===== config.mk =====
export PLATFORM = sky130hd
export DESIGN_NAME = pw_channel_serializer
export DESIGN_NICKNAME = d
export VERILOG_FILES = /design/src/rtl/pw_channel_serializer_pkg.sv /design/src/rtl/pw_channel_serializer_slice_mux.sv /design/src/rtl/pw_channel_serializer.sv
export SDC_FILE = /design/constraint.sdc
export NUM_CORES = 1
export LEC_CHECK = 0
export BUFFER_PORTS_ARGS = -buffer_cell sky130_fd_sc_hd__buf_2
export CAP_MARGIN = 20
export CORE_MARGIN = 2
export CORE_UTILIZATION = 40
export DETAILED_ROUTE_END_ITERATION = 10
export HOLD_SLACK_MARGIN = 0.05
export PLACE_DENSITY = 0.59
export SYNTH_ARGS = -nofsm -noshare
export SYNTH_HDL_FRONTEND = slang
export SYNTH_HIERARCHICAL = 1
export SYNTH_SLANG_ARGS = --single-unit

===== constraint.sdc =====
create_clock -name clk -period 2.15 [get_ports clk]
set_clock_uncertainty 0.2 [all_clocks]
set_input_delay 0.43 -clock clk [delete_from_list [all_inputs] [get_ports clk]]
set_output_delay 0.43 -clock clk [all_outputs]
set_load 0.05 [all_outputs]

===== src/rtl/pw_channel_serializer_pkg.sv =====
// pw_pkg: shared state encoding, width helpers and group-count clamp for the PW pre-processing path.
// Ports: none (package only).
package pw_pkg;
    localparam logic ST_IDLE = 1'b0;
    localparam logic ST_EMIT = 1'b1;
    function automatic int clog2_min1(input int n);
        return (n <= 1) ? 1 : $clog2(n);
    endfunction
    function automatic int clamp_groups(input int cfg, input int max_g);
        return (cfg == 0) ? 1 : ((cfg > max_g) ? max_g : cfg);
    endfunction
    function automatic int slice_width(input int dw, input int gc);
        return dw * gc;
    endfunction
    function automatic int total_width(input int dw, input int gc, input int ng);
        return dw * gc * ng;
    endfunction
endpackage


===== src/rtl/pw_channel_serializer_slice_mux.sv =====
// pw_slice_mux: combinational selection of one SLICE_W slice from the latched channel vector.
// Ports: vec_i full vector, idx_i slice index, slice_o selected slice (zero when idx_i is out of range).
module pw_slice_mux
    import pw_pkg::*;
#(
    parameter int SLICE_W    = 72,
    parameter int NUM_GROUPS = 2,
    parameter int GRP_IDX_W  = clog2_min1(NUM_GROUPS)
) (
    input  logic [SLICE_W*NUM_GROUPS-1:0] vec_i,
    input  logic [GRP_IDX_W-1:0]          idx_i,
    output logic [SLICE_W-1:0]            slice_o
);
    always_comb begin
        slice_o = '0;
        for (int g = 0; g < NUM_GROUPS; g++)
            if (idx_i == GRP_IDX_W'(g)) slice_o = vec_i[g*SLICE_W +: SLICE_W];
    end
endmodule


===== src/rtl/pw_channel_serializer.sv =====
// pw_channel_serializer: splits a NUM_GROUPS*GROUP_CH channel vector into GROUP_CH-wide slices with valid/ready.
// Ports: in_data/in_valid/in_ready input vector handshake, cfg_groups slice count (sampled on accept),
//        out_data/out_grp/out_last/out_valid/out_ready slice stream handshake, clk, rstn (async, active-low).
module pw_channel_serializer
    import pw_pkg::*;
#(
    parameter int DATA_WIDTH     = 8,
    parameter int GROUP_CH       = 9,
    parameter int NUM_GROUPS     = 2,
    parameter int GRP_IDX_W      = clog2_min1(NUM_GROUPS),
    parameter int SLICE_W        = slice_width(DATA_WIDTH, GROUP_CH),
    parameter int TOTAL_IN_WIDTH = total_width(DATA_WIDTH, GROUP_CH, NUM_GROUPS)
) (
    input  logic                      clk,
    input  logic                      rstn,
    input  logic [TOTAL_IN_WIDTH-1:0] in_data,
    input  logic                      in_valid,
    output logic                      in_ready,
    input  logic [GRP_IDX_W:0]        cfg_groups,
    output logic [SLICE_W-1:0]        out_data,
    output logic [GRP_IDX_W-1:0]      out_grp,
    output logic                      out_last,
    output logic                      out_valid,
    input  logic                      out_ready
);
    logic                      state_q, state_d;
    logic [TOTAL_IN_WIDTH-1:0] vec_q, vec_d;
    logic [GRP_IDX_W:0]        ng_q, ng_d, ng_in;
    logic [GRP_IDX_W-1:0]      grp_q, grp_d, grp_nxt;
    logic [SLICE_W-1:0]        data_q, data_d, next_slice;
    logic                      last_q, last_d, valid_q, valid_d;
    logic                      accept, out_xfer;

    assign grp_nxt  = grp_q + 1'b1;
    assign ng_in    = (GRP_IDX_W+1)'(clamp_groups(int'(cfg_groups), NUM_GROUPS));
    assign accept   = in_valid && in_ready;
    assign out_xfer = valid_q && out_ready;

    pw_slice_mux #(.SLICE_W(SLICE_W), .NUM_GROUPS(NUM_GROUPS), .GRP_IDX_W(GRP_IDX_W)) u_mux (
        .vec_i  (vec_q),
        .idx_i  (grp_nxt),
        .slice_o(next_slice)
    );

    always_ff @(posedge clk or negedge rstn) begin
        if (!rstn) begin
            state_q <= ST_IDLE;
            vec_q   <= '0;
            ng_q    <= '0;
            grp_q   <= '0;
            data_q  <= '0;
            last_q  <= 1'b0;
            valid_q <= 1'b0;
        end else begin
            state_q <= state_d;
            vec_q   <= vec_d;
            ng_q    <= ng_d;
            grp_q   <= grp_d;
            data_q  <= data_d;
            last_q  <= last_d;
            valid_q <= valid_d;
        end
    end

    // Accept has priority: it covers both IDLE and the zero-bubble reload on the final slice.
    always_comb begin
        state_d = state_q;
        vec_d   = vec_q;
        ng_d    = ng_q;
        grp_d   = grp_q;
        data_d  = data_q;
        last_d  = last_q;
        valid_d = valid_q;
        if (accept) begin
            state_d = ST_EMIT;
            vec_d   = in_data;
            ng_d    = ng_in;
            grp_d   = '0;
            data_d  = in_data[SLICE_W-1:0];
            last_d  = ng_in == (GRP_IDX_W+1)'(1);
            valid_d = 1'b1;
        end else if (out_xfer && !last_q) begin
            grp_d   = grp_nxt;
            data_d  = next_slice;
            last_d  = (GRP_IDX_W+1)'(grp_q) + (GRP_IDX_W+1)'(1) == ng_q - (GRP_IDX_W+1)'(1);
        end else if (out_xfer) begin
            state_d = ST_IDLE;
            valid_d = 1'b0;
        end
    end

    always_comb begin
        in_ready  = (state_q == ST_IDLE) || (valid_q && last_q && out_ready);
        out_data  = data_q;
        out_grp   = grp_q;
        out_last  = last_q;
        out_valid = valid_q;
    end
endmodule


-- After elaboration in Yosys (flattened, before gate mapping)
Cells that the tools add are included.
Widths: inputs -> output; s select.
- add/sub/neg operators: 3
- $mul: 0
- div/mod/pow operators: 0
- order comparisons: 1
- equal/unequal tests: 3
- shift-type cells: 0
- multiplexer cells: 12
- bitwise logic cells: 1
- reduce and logical (&&, ||, !) cells: 11
- operator list (kind ; count):
    $mux 72 ; 3
    $mux 1 ; 7
    $logic_and 1x1->1 ; 5
    $mux 2 ; 2
    $reduce_bool 2->1 ; 2
    $add 1x1->2 const B ; 1
    $eq 2x1->1 const B ; 1
    $eq 2x2->1 ; 1
    $gt 2x2->1 const B ; 1
    $logic_not 2->1 ; 1
    $ne 2x2->1 const B ; 1
    $reduce_and 2->1 ; 1
    $sub 2x1->2 const B ; 1
    $add 1x1->1 const B ; 1
    $logic_not 1->1 ; 1
    $logic_or 1x1->1 ; 1
    $not 1->1 ; 1
- register bits after elaboration: 221
- bits in latches: 0
- RAM bits: 0
- memory bits (read-only): 0
- input bits: 150
- output and inout bits: 76
- logic and storage cells: 37
- memories kept: 0

-- Longest topological paths before layout
- depth after elaboration: 6
- gate-level depth with buffers: 6
- gate-level depth less buffers: 4

-- By module
The synthesis kept the hierarchy.
- by module, submodules not included (module ; times used ; cells an instance ; area each (um^2) ; seq. area each (um^2)):
    pw_channel_serializer ; 1 ; 814 ; 9182.6 ; 5530.3
    pw_slice_mux ; 1 ; 80 ; 1224.9 ; 0.0

-- Worst setup path before layout
No wires, ideal clock.
- path type: reg-to-reg
- start: register valid_q, in the netlist out_valid
- end: register ng_q[1]
- library setup time: 125 ps
- arrival: 1891 ps
- data required time: 1825 ps
- path slack: -66 ps
- cell stages (with the launch flop): 6
- path buffers: 1
- period minus slack after synthesis: 2216 ps
- path through: dfrtp_1 a21boi_2 inv_1 nand2_1 buf_2 mux2_2
- cells in the longest elaborated chain, start to end: 4
- elaborated cells between the ends (all ways): 5
- those cells by class: bitwise (1); reduce/logical (4)
- RTL lines (element ; line ; RTL):
    from (decl) ; pw_channel_serializer.sv:31 ; logic last_q, last_d, valid_q, valid_d;
    from (signal assigned) ; pw_channel_serializer.sv:61 ; valid_q <= valid_d;
    $logic_and 1x1->1 (2 in series) ; pw_channel_serializer.sv:93 ; in_ready = (state_q == ST_IDLE) || (valid_q && last_q && out_ready);
    $logic_or 1x1->1 * ; pw_channel_serializer.sv:93 ;
    named net in_ready ; pw_channel_serializer.sv:18 ; output logic in_ready,
    $logic_and 1x1->1 * ; pw_channel_serializer.sv:36 ; assign accept = in_valid && in_ready;
    to (signal assigned) ; pw_channel_serializer.sv:57 ; ng_q <= ng_d;
    to (decl) ; pw_channel_serializer.sv:28 ; logic [GRP_IDX_W:0] ng_q, ng_d, ng_in;
The timed path passes the listed nets; every way through them passes the cells marked *.
A chain may end at the register's enable or synchronous reset.

-- Worst setup path in the final report
- start: register valid_q, in the netlist out_valid
- end: output in_ready
- cells in the longest elaborated chain, start to end: 3
- elaborated cells between the ends (all ways): 4
- those cells by class: bitwise (1); reduce/logical (3)
- RTL lines (element ; line):
    $logic_and 1x1->1 (2 in series) ; pw_channel_serializer.sv:93
    $logic_or 1x1->1 * ; pw_channel_serializer.sv:93
    to (decl) ; pw_channel_serializer.sv:18
Mark *: on every way between the ends. The rest lies on a longest branch, timed or not.

==> metrics.yaml <==
dieArea_um2: 27330
place_hpwl_mm: 17.31
finalNetCount: 1401
setup_total_negative_slack_ps: 0
critical_path.reg2reg.startpoint: "out_valid$_DFFE_PN0P_"
mappedNetlistNets: 1044
hold_vio_cnt_final: 0
tritoncts_num_sinks: 221
multi_input_gate_area_um2: 3916
crit_buf_inv: 2
fillCellCount: 2211
min_from: "out_ready"
setup.worst_path.class: "reg -> out"
grt_antenna_before_repair: 1
critical-path-top-delay-family: "flip-flops"
syn_area_um2: 10410
p_leak_nw: 7.029
grt_setup_unrepaired: "false"
root_buffer: "clkbuf_16"
maxClockFrequency_ghz: 0.4799
grt_first_pass_wirelength_mm: 48.62
outcome: "finished, final reports clean"
final-setup-viol-count: 0
powerDensity_nw_per_um2: 1479
end_kind: "output pin"
number_of_buffer_cells_added_on_primary_ports: 224
max-vdd-ir-drop_mv: 0.9008
rows: 59
ctsLongestPathBuffers: 3
hold_class: "in -> reg"
postLayoutSetupSlackWorst_ps: 66.40
register_area_um2: 5532
drt-vias-per-instance: 5.487
worst-r2r-setup-slack_ps: 160
floorplan.io_pins: 226
drt_first_iter_violations: 958
area_growth_syn_to_layout_pct: 38.77
reg2regPathDepth: 6
tightest_slew_ps: 413.4
final_min_period_over_clock_period_pct: 96.91
placed_cells: 1408
synth.avg_cell_area_um2: 11.64
synth.ff_latch_count: 221
antenna-diode-count: 0
maxSlewHeadroom_pct: 72.44
drt_first_pass_iters: 9
worst_hold_path.num_cells: 4
crit_required_ps: 1520
wl_per_cell_um: 19.58
clk_latency_ps: 520
finish.utilization_pct: 55.90
htreeDepth: 1
worstPathArrival_ps: 1450
post_route_cells_drive_above_1_share_pct: 35.59
overall_global_routing_resource_usage_pct: 22.53
critical_path_depth: 3
final_max_slew_viol_count: 0
starting_density_pct: 40.28
first_global_vias: 9198
path_clk_slew_ps: 60
worstSetupStartpointType: "register"
tritoncts: "built"
drc_errors: 0
instances_no_fill: 1605
cts-buffers-inserted: 26
rr_endpoint: "vec_q[130]$_DFFE_PN0P_"
vias: 8807
worst-path-max-fanout: 4
timing.final.crit_period_ps: 2084
slowest_delay_ps: 470
worstPathCellList: "a21boi_4 > inv_1 > buf_6"
synthesis.yosys.warnings: 6
fp.coreArea_um2: 25840
crit_path_top_delay_cell: "dfrtp_2"
drt-total-wl_mm: 31.43
synthDistinctLibCells: 22
grt.overflow.total: 0
maximum_number_of_pins_on_one_net_before_global_route_repair: 75
place_ws_ps: 228.7
max-cap-violations: 0
die_width_um: 165.3
ys_seq_area_share_pct: 53.14
die_height_um: 165.3
hold_end: "out_valid$_DFFE_PN0P_"
postRouteAntennaNets: 0
routability_congestion: 0.7276
synthesis.instances: 894
-- routing by layer --
metal / vias to the layer above / part of all wire [%] / global-route usage (%) / wire length [um]
met3: 54 / 7.3 / 3.971 / 2299
met2: 390 / 49 / 39.02 / 15310
met4: 2 / 2.2 / 7.092 / 689
li1: 3964 / - / - / -
met1: 4397 / 42 / 28.75 / 13120
met5: - / 0.041 / 0 / 13
-- sequential cells by signal (all words and copies together), names as in the netlist --
| name | count |
|---|---|
| vec_q | 144 |
| out_data | 72 |
| ng_q | 2 |
| out_grp | 1 |
| out_last | 1 |
| out_valid | 1 |
-- placed cells by master (no fill, tap or decap), types with 3 or more instances in the layout --
cell / count
mux2_2: 75
buf_2: 221
a222oi_1: 72
clkbuf_1: 8
clkbuf_16: 28
o21ai_0: 146
mux2_4: 70
dfrtp_1: 220
buf_12: 19
dlygate4sd3_1: 147
clkbuf_8: 7
o22ai_1: 72
clkinv_2: 3
inv_1: 146
buf_4: 15
-- cells in the mapped netlist --
cell type,count,area share [%]
dfrtp_1,221,53
buf_1,3,0.11
a21boi_2,1,0.11
a22o_1,1,0.084
buf_12,7,1.3
o21ai_0,146,7.0
a222oi_1,72,6.9
a21oi_1,1,0.048
inv_1,148,5.3
mux2_4,70,10
nand4_1,1,0.060
o22ai_1,72,4.3
nand2b_1,2,0.12
clkbuf_1,51,1.8
mux2_2,75,8.1
xnor2_1,1,0.084
mux2i_1,1,0.096
nand2_1,2,0.072
a32oi_1,1,0.084
nor2_4,1,0.11
buf_2,16,0.77
buf_6,1,0.11
-- worst register-to-register path, delay by kind of cell (launching register included) --
| family | cells | cell delay (ps) |
|---|---|---|
| flip-flops | 1 | 470 |
| buffers and inverters | 3 | 540 |
| AO/OA/AOI/OAI | 1 | 160 |
| AND/OR/NAND/NOR | 1 | 110 |
| multiplexers | 1 | 390 |
-- timing repair --
action | CTS | global route
hold buffers | 147 | 0
endpoints found under the hold margin | 430 | 0
gates resized for setup | 3 | 1
setup endpoints to repair | 2 | 1
cloned | 1 | 1
buffers inserted | 1 | 0
-- worst max-delay path by stage --
stage / startpoint / endpoint / slack, ps
detailed placement: out_ready / out_data[39]$_DFFE_PN0P_ / 230
global route: out_valid$_DFFE_PN0P_ / in_ready / 20
global placement: in_valid / vec_q[138]$_DFFE_PN0P_ / 260
floorplan: out_last$_DFFE_PN0P_ / ng_q[1]$_DFFE_PN0P_ / 60
finish: out_valid$_DFFE_PN0P_ / in_ready / 70
CTS: out_valid$_DFFE_PN0P_ / out_valid / 20
-- report_power, final --
group | leakage [nW] | switching [W] | total (W) | internal [W]
sequential | 2.59 | 0.00122 | 0.00731 | 0.00609
clock | 0.410 | 0.00173 | 0.00427 | 0.00254
combinational | 4.03 | 0.00567 | 0.00977 | 0.00411
-- area by class of cell --
class	instances	area share, %
Sequential cell	221	38.30
Multi-Input combinational cell	447	27.12
Timing Repair Buffer	407	22.03
Clock buffer	42	5.553
Inverter	148	3.864
Tap cell	335	2.902
Clock inverter	5	0.2339
-- metrics by stage --
stage | hold slack (ps) | total power [W] | instance area, um2
2_1_floorplan | -65.59 | 0.01442 | 10410
3_3_place_gp | 174.1 | 0.01654 | 12050
3_5_place_dp | 176.0 | 0.01677 | 12050
4_1_cts | 86.62 | 0.02141 | 14410
5_1_grt | 129.6 | 0.02258 | 14440
6_report | 127.6 | 0.02136 | 14440
-- logic make-up (layout without fill, tap and decap cells) --
logic type	after synthesis	in the layout	share of synthesized area, %
mux	146	146	18.31
compound gates	294	294	18.60
buf+inv	226	602	9.509
flops	221	221	53.14
xor+xnor	1	1	0.08417
simple gates	6	6	0.3607
(Power assumes the default switching activity.)
